**config.mk**
```make
export PLATFORM = sky130hd
export DESIGN_NAME = nic_host_ctrl_flat
export DESIGN_NICKNAME = d
export VERILOG_FILES = /design/src/rtl/nic_host_ctrl_if.sv /design/src/rtl/nic_host_ctrl.sv /design/src/flat_wrapper.sv
export SDC_FILE = /design/constraint.sdc
export NUM_CORES = 1
export LEC_CHECK = 0
export CORE_MARGIN = 3
export CORE_UTILIZATION = 23
export CTS_BUF_LIST = sky130_fd_sc_hd__clkbuf_16
export DETAILED_ROUTE_END_ITERATION = 12
export GPL_TIMING_DRIVEN = 1
export PLACE_DENSITY = 0.57
export SLEW_MARGIN = 30
export SYNTH_ARGS = -nofsm -noshare
export SYNTH_HDL_FRONTEND = slang
export SYNTH_SLANG_ARGS = --single-unit
```
**constraint.sdc**
```tcl
create_clock -name clk -period 2.1 [get_ports clk]
set_clock_uncertainty 0.15 [all_clocks]
set_input_delay 0.63 -clock clk [delete_from_list [all_inputs] [get_ports clk]]
set_output_delay 0.63 -clock clk [all_outputs]
set_load 0.02 [all_outputs]
```
**src/rtl/nic_host_ctrl_if.sv**
```systemverilog
// Host-side packet handshakes plus NIC register bus for nic_host_ctrl.
interface nic_host_ctrl_if #(
    parameter int unsigned PACKET_WIDTH = 64
);
    logic                    tx_valid;
    logic                    tx_ready;
    logic [PACKET_WIDTH-1:0] tx_data;
    logic                    rx_valid;
    logic                    rx_ready;
    logic [PACKET_WIDTH-1:0] rx_data;
    logic [1:0]              addr;
    logic [PACKET_WIDTH-1:0] d_in;
    logic [PACKET_WIDTH-1:0] d_out;
    logic                    nicEn;
    logic                    nicEnWR;
    logic [15:0]             tx_count;
    logic [15:0]             rx_count;

    // Controller side.
    modport master (
        input  tx_valid, tx_data, rx_ready, d_out,
        output tx_ready, rx_valid, rx_data, addr, d_in, nicEn, nicEnWR,
               tx_count, rx_count
    );

    // Packet source/sink and NIC side.
    modport slave (
        output tx_valid, tx_data, rx_ready, d_out,
        input  tx_ready, rx_valid, rx_data, addr, d_in, nicEn, nicEnWR,
               tx_count, rx_count
    );
endinterface

```
**src/rtl/nic_host_ctrl.sv**
```systemverilog
// Moves packets between one-entry host hold registers and a polled NIC.
// TX and RX share the NIC bus; contested IDLE grants alternate.
module nic_host_ctrl #(
    parameter int unsigned PACKET_WIDTH = 64
) (
    input  logic            clk,
    input  logic            reset,
    nic_host_ctrl_if.master bus
);
    localparam int unsigned CNT_W = 16;

    localparam logic [2:0] IDLE    = 3'd0;
    localparam logic [2:0] TX_STAT = 3'd1;
    localparam logic [2:0] TX_CHK  = 3'd2;
    localparam logic [2:0] TX_WR   = 3'd3;
    localparam logic [2:0] RX_STAT = 3'd4;
    localparam logic [2:0] RX_CHK  = 3'd5;
    localparam logic [2:0] RX_RD   = 3'd6;
    localparam logic [2:0] RX_CAP  = 3'd7;

    localparam logic GRANT_TX = 1'b0;
    localparam logic GRANT_RX = 1'b1;

    localparam logic [1:0] ADDR_IN_BUF   = 2'b00;
    localparam logic [1:0] ADDR_IN_STAT  = 2'b01;
    localparam logic [1:0] ADDR_OUT_BUF  = 2'b10;
    localparam logic [1:0] ADDR_OUT_STAT = 2'b11;

    logic [2:0]              state_q, state_d;
    logic                    last_grant_q, last_grant_d;
    logic                    tx_hold_valid_q, tx_hold_valid_d;
    logic [PACKET_WIDTH-1:0] tx_hold_data_q, tx_hold_data_d;
    logic                    rx_hold_valid_q, rx_hold_valid_d;
    logic [PACKET_WIDTH-1:0] rx_data_q, rx_data_d;
    logic [CNT_W-1:0]        tx_count_q, tx_count_d;
    logic [CNT_W-1:0]        rx_count_q, rx_count_d;
    logic [1:0]              addr_q, addr_d;
    logic [PACKET_WIDTH-1:0] d_in_q, d_in_d;
    logic                    nic_en_q, nic_en_d;
    logic                    nic_en_wr_q, nic_en_wr_d;
    logic                    tx_ready_q, tx_ready_d;

    // Next state, hold registers, counters; NIC strobes decoded from the next state.
    always_comb begin
        state_d         = state_q;
        last_grant_d    = last_grant_q;
        tx_hold_valid_d = tx_hold_valid_q;
        tx_hold_data_d  = tx_hold_data_q;
        rx_hold_valid_d = rx_hold_valid_q;
        rx_data_d       = rx_data_q;
        tx_count_d      = tx_count_q;
        rx_count_d      = rx_count_q;
        addr_d          = ADDR_IN_BUF;
        d_in_d          = '0;
        nic_en_d        = 1'b0;
        nic_en_wr_d     = 1'b0;

        if (bus.tx_valid && tx_ready_q) begin
            tx_hold_valid_d = 1'b1;
            tx_hold_data_d  = bus.tx_data;
        end
        if (rx_hold_valid_q && bus.rx_ready) begin
            rx_hold_valid_d = 1'b0;
        end

        case (state_q)
            IDLE: begin
                if (tx_hold_valid_q && !rx_hold_valid_q) begin
                    if (last_grant_q == GRANT_RX) begin
                        state_d      = TX_STAT;
                        last_grant_d = GRANT_TX;
                    end else begin
                        state_d      = RX_STAT;
                        last_grant_d = GRANT_RX;
                    end
                end else if (tx_hold_valid_q) begin
                    state_d = TX_STAT;
                end else if (!rx_hold_valid_q) begin
                    state_d = RX_STAT;
                end
            end
            TX_STAT: state_d = TX_CHK;
            TX_CHK:  state_d = bus.d_out[0] ? IDLE : TX_WR;
            TX_WR: begin
                tx_hold_valid_d = 1'b0;
                tx_count_d      = tx_count_q + CNT_W'(1);
                state_d         = IDLE;
            end
            RX_STAT: state_d = RX_CHK;
            RX_CHK:  state_d = bus.d_out[0] ? RX_RD : IDLE;
            RX_RD:   state_d = RX_CAP;
            RX_CAP: begin
                rx_data_d       = bus.d_out;
                rx_hold_valid_d = 1'b1;
                rx_count_d      = rx_count_q + CNT_W'(1);
                state_d         = IDLE;
            end
            default: state_d = IDLE;
        endcase

        case (state_d)
            TX_STAT: begin
                addr_d   = ADDR_IN_STAT;
                nic_en_d = 1'b1;
            end
            TX_WR: begin
                addr_d      = ADDR_IN_BUF;
                d_in_d      = tx_hold_data_q;
                nic_en_d    = 1'b1;
                nic_en_wr_d = 1'b1;
            end
            RX_STAT: begin
                addr_d   = ADDR_OUT_STAT;
                nic_en_d = 1'b1;
            end
            RX_RD: begin
                addr_d   = ADDR_OUT_BUF;
                nic_en_d = 1'b1;
            end
            default: ;
        endcase

        tx_ready_d = !tx_hold_valid_d;
    end

    // State and output registers with synchronous active-low reset.
    always_ff @(posedge clk) begin
        if (!reset) begin
            state_q         <= IDLE;
            last_grant_q    <= GRANT_RX;
            tx_hold_valid_q <= 1'b0;
            tx_hold_data_q  <= '0;
            rx_hold_valid_q <= 1'b0;
            rx_data_q       <= '0;
            tx_count_q      <= '0;
            rx_count_q      <= '0;
            addr_q          <= ADDR_IN_BUF;
            d_in_q          <= '0;
            nic_en_q        <= 1'b0;
            nic_en_wr_q     <= 1'b0;
            tx_ready_q      <= 1'b1;
        end else begin
            state_q         <= state_d;
            last_grant_q    <= last_grant_d;
            tx_hold_valid_q <= tx_hold_valid_d;
            tx_hold_data_q  <= tx_hold_data_d;
            rx_hold_valid_q <= rx_hold_valid_d;
            rx_data_q       <= rx_data_d;
            tx_count_q      <= tx_count_d;
            rx_count_q      <= rx_count_d;
            addr_q          <= addr_d;
            d_in_q          <= d_in_d;
            nic_en_q        <= nic_en_d;
            nic_en_wr_q     <= nic_en_wr_d;
            tx_ready_q      <= tx_ready_d;
        end
    end

    assign bus.tx_ready = tx_ready_q;
    assign bus.rx_valid = rx_hold_valid_q;
    assign bus.rx_data  = rx_data_q;
    assign bus.addr     = addr_q;
    assign bus.d_in     = d_in_q;
    assign bus.nicEn    = nic_en_q;
    assign bus.nicEnWR  = nic_en_wr_q;
    assign bus.tx_count = tx_count_q;
    assign bus.rx_count = rx_count_q;
endmodule
```
**src/flat_wrapper.sv**
```systemverilog
// flat-port wrapper written by rule: the top's interface ports become plain ports
module nic_host_ctrl_flat 
#(
    parameter int unsigned PACKET_WIDTH = 64
)
  (clk, reset, bus_tx_valid, bus_tx_data, bus_rx_ready, bus_d_out, bus_tx_ready, bus_rx_valid, bus_rx_data, bus_addr, bus_d_in, bus_nicEn, bus_nicEnWR, bus_tx_count, bus_rx_count);
  nic_host_ctrl_if #(.PACKET_WIDTH(PACKET_WIDTH)) bus_i ();
  input  logic clk;
  input  logic reset;
  input wire logic [$bits(bus_i.tx_valid)-1:0] bus_tx_valid;
  input wire logic [$bits(bus_i.tx_data)-1:0] bus_tx_data;
  input wire logic [$bits(bus_i.rx_ready)-1:0] bus_rx_ready;
  input wire logic [$bits(bus_i.d_out)-1:0] bus_d_out;
  output wire logic [$bits(bus_i.tx_ready)-1:0] bus_tx_ready;
  output wire logic [$bits(bus_i.rx_valid)-1:0] bus_rx_valid;
  output wire logic [$bits(bus_i.rx_data)-1:0] bus_rx_data;
  output wire logic [$bits(bus_i.addr)-1:0] bus_addr;
  output wire logic [$bits(bus_i.d_in)-1:0] bus_d_in;
  output wire logic [$bits(bus_i.nicEn)-1:0] bus_nicEn;
  output wire logic [$bits(bus_i.nicEnWR)-1:0] bus_nicEnWR;
  output wire logic [$bits(bus_i.tx_count)-1:0] bus_tx_count;
  output wire logic [$bits(bus_i.rx_count)-1:0] bus_rx_count;
  assign bus_i.tx_valid = bus_tx_valid;
  assign bus_i.tx_data = bus_tx_data;
  assign bus_i.rx_ready = bus_rx_ready;
  assign bus_i.d_out = bus_d_out;
  assign bus_tx_ready = bus_i.tx_ready;
  assign bus_rx_valid = bus_i.rx_valid;
  assign bus_rx_data = bus_i.rx_data;
  assign bus_addr = bus_i.addr;
  assign bus_d_in = bus_i.d_in;
  assign bus_nicEn = bus_i.nicEn;
  assign bus_nicEnWR = bus_i.nicEnWR;
  assign bus_tx_count = bus_i.tx_count;
  assign bus_rx_count = bus_i.rx_count;
  nic_host_ctrl #(.PACKET_WIDTH(PACKET_WIDTH)) u_core (.clk(clk), .reset(reset), .bus(bus_i));
endmodule
```
==> impl_results.md <==
- Synth Instances: 905
- Fmax: 0.490 GHz
- Tmin final: 2040 ps
- Placed cell area: 11600 sq um
- Clock share of power: 45.5%
- Via density: 4.15
- Top cell type by total area after synthesis: dfxtp_1
- Setup tns final: 0 ps
- Measured slew at the worst slew-check pin: 421 ps
- CTS max path bufs: 3
- CTS hold repair buffers: 0
- Critical Path Fanout Max: 4
- Post-synth top area share: 59.4%
- Core Area: 33700 sq um
- Post-Syn Area: 7920 sq um
- Status: completed
- Syn Nets: 1039
- N_diodes: 0
- Worst min path class: reg2reg
- Synth Area per Inst: 8.75 sq um
- Largest net degree at the start of global routing: 57
- Total grt overflow: 0
- Initial DRT Pass Iterations: 6
- DR WL/cell: 14.0 um
- Worst Hold Margin: 298 ps
- Final RePlAce weighted congestion: 0.739
- CTS root buf: clkbuf_16
- Max Cap Violations: 0
- Leakage power: 5.20 nW
- CP delay by family, top: flip-flops
- Worst path slowest cell: dfxtp_1
- Slowest stage delay, CP: 370 ps
- Iter 0 DRT Violations: 218
- CP Class: reg2out
- Non-Filler Instances: 1677
- Sw power: 2.25 mW
- Power per Cell Area: 809 nW/um^2
- Number of buffers added on ports: 297
- Worst slack, placed: -120 ps
- H-tree levels: 1
- Routed wire length: 23500 um
- Clock slew at reported path FFs: 60 ps
- Max-slew headroom: 71.7%
- Worst-Skew Late Latency: 520 ps
- Synth-to-layout area growth: 54.7%
- RSZ-0062 raised after global routing: false
- Number of flops mapped to enable cells by yosys: 0
- Total power: 9.91 mW
- Sw frac: 22.7%
- Crit path DAT: 1260 ps
- Sequential area share after synthesis: 59.4%
- Worst setup EP type: primary output
- Peak supply drop: 0.689 mV
- Placed Instances: 1628
- Largest cells by area after synthesis: dfxtp_1 (59%), nand2_1 (13%), a21oi_1 (9.3%), and2_1 (5.3%), clkbuf_1 (2.1%)
- Post-DRT Antenna Nets: 0
- Cell with the most instances after synthesis: nand2_1
- # DRC: 0
- Pins Over Slew Limit: 0
- CP bufs+invs: 1
- Final period util: 97.1%
- Top post-synthesis cells by count: nand2_1 (272), dfxtp_1 (235), a21oi_1 (147)
- Post-synthesis cell type count: 36
- Nets: 1343
- Final setup violating endpoints: 0
- Async set-reset flop share out of synthesis: 0%
- # rows: 67
- DP Wirelength: 16500 um
- Antenna violations before repair: 0
- Flop pwr share: 46.8%
- CP Cell Sequence: dlygate4sd2_1
- Filler cell count: 3487
- Die width: 192 um
- GR Util All Layers: 12.0%
- Worst setup margin: 60.4 ps
- # IOs: 298
- CTS tree: done
- Setup crit start kind: flip-flop
- Initial Utilization: 23.5%
- Post-layout util: 36.4%
- Number of global-route vias before repair: 6700
- Yosys reg bits: 235
- Final hold vios: 0
- WP data required: 1320 ps
- Routed vias: 6956
- First-pass GRT wire length: 35700 um
- Internal: 7.66 mW
- Cell area after layout: 12300 sq um
- Combinational fraction of design power: 7.7%
- Top FF cell, synth: dfxtp_1
- Die area: 36700 sq um
- TritonCTS Buffers: 27
- CTS sink cnt: 235
- Layout cell share with drive strength beyond 1: 7.97%
- Yosys warning count: 0
- Height of the die: 192 um
[state kept, by name, indices dropped and copies added, names as in the netlist]
signal,flops
u_core.bus.addr,2
u_core.bus.d_in,64
u_core.bus.nicEn,1
u_core.bus.nicEnWR,1
u_core.bus.rx_count,16
u_core.bus.rx_data,64
u_core.bus.rx_valid,1
u_core.bus.tx_count,16
u_core.bus.tx_ready,1
u_core.last_grant_q,1
u_core.state_q,3
u_core.tx_hold_data_q,64
u_core.tx_hold_valid_q,1
[tightest hold or removal path: cells and delay by family, from the launching register on]
family,cells,cell delay [ps]
flip-flops,1,300
AO/OA/AOI/OAI,1,50
AND/OR/NAND/NOR,1,50
[layout make-up]
| class | instances | area (sq um) | share of cell area, % |
|---|---|---|---|
| Sequential cell | 235 | 4710 | 38.4 |
| Timing Repair Buffer | 333 | 3140 | 25.7 |
| Multi-Input combinational cell | 602 | 2950 | 24.1 |
| Clock buffer | 27 | 676 | 5.51 |
| Tap cell | 448 | 561 | 4.57 |
| Clock inverter | 22 | 173 | 1.41 |
| Inverter | 10 | 40.0 | 0.327 |
[layer usage]
| metal | track usage [%] | routed length, um | up-vias |
|---|---|---|---|
| met5 | 0 | 0 | - |
| met1 | 14.1 | 9720 | 3154 |
| met4 | 2.71 | 517 | 0 |
| met3 | 5.52 | 2500 | 30 |
| met2 | 20.1 | 10800 | 225 |
| li1 | - | - | 3547 |
[power groups by stage]
| stage | Clock (mW) | Combinational, mW | Sequential, mW |
|---|---|---|---|
| 4_1_cts | 4.70 | 0.779 | 4.64 |
| 3_5_place_dp | 0 | 0.796 | 4.74 |
| 6_report | 4.51 | 0.760 | 4.64 |
| 5_1_grt | 4.86 | 0.837 | 4.65 |
| 2_1_floorplan | 0 | 0.301 | 4.76 |
| 3_3_place_gp | 0 | 0.793 | 4.74 |
[cell families after synthesis]
logic type / share of synthesized area [%]
DFF: 59.4
AOI/OAI and AO/OA: 10.5
xor gates and xnor gates: 2.10
and+or+nand+nor: 24.0
adders and majority gates: 0.316
muxes: 0.253
buffers and inverters: 3.43
[what timing repair did]
action                                  CTS  global route
buffers inserted                          0             0
gates resized for setup                 197            13
endpoints found under the setup margin  166            11
cloned                                    0             0
[cells in the final DEF, fill, tap and decap left out, types with 17 or more instances in the layout]
cell type	instances
dlygate4sd2_1	143
clkdlybuf4s50_1	131
buf_4	29
nor2_1	22
a21oi_1	147
nand2_1	271
and2_1	66
dfxtp_1	230
inv_1	17
clkbuf_16	27
[path summary, 6_finish.rpt]
path	from	to	slack (ps)	cells after the start
max reg2reg	u_core.state_q[2]$_SDFF_PN0_	u_core.bus.tx_count[15]$_SDFFE_PN0N_	180	5
max	u_core.bus.rx_count[14]$_SDFFE_PN0P_	bus_rx_count[14]	60	1
min	u_core.tx_hold_data_q[45]$_SDFFE_PN0P_	u_core.tx_hold_data_q[45]$_SDFFE_PN0P_	300	2
min reg2reg	u_core.tx_hold_data_q[45]$_SDFFE_PN0P_	u_core.tx_hold_data_q[45]$_SDFFE_PN0P_	300	2
(Power assumes the default switching activity.)
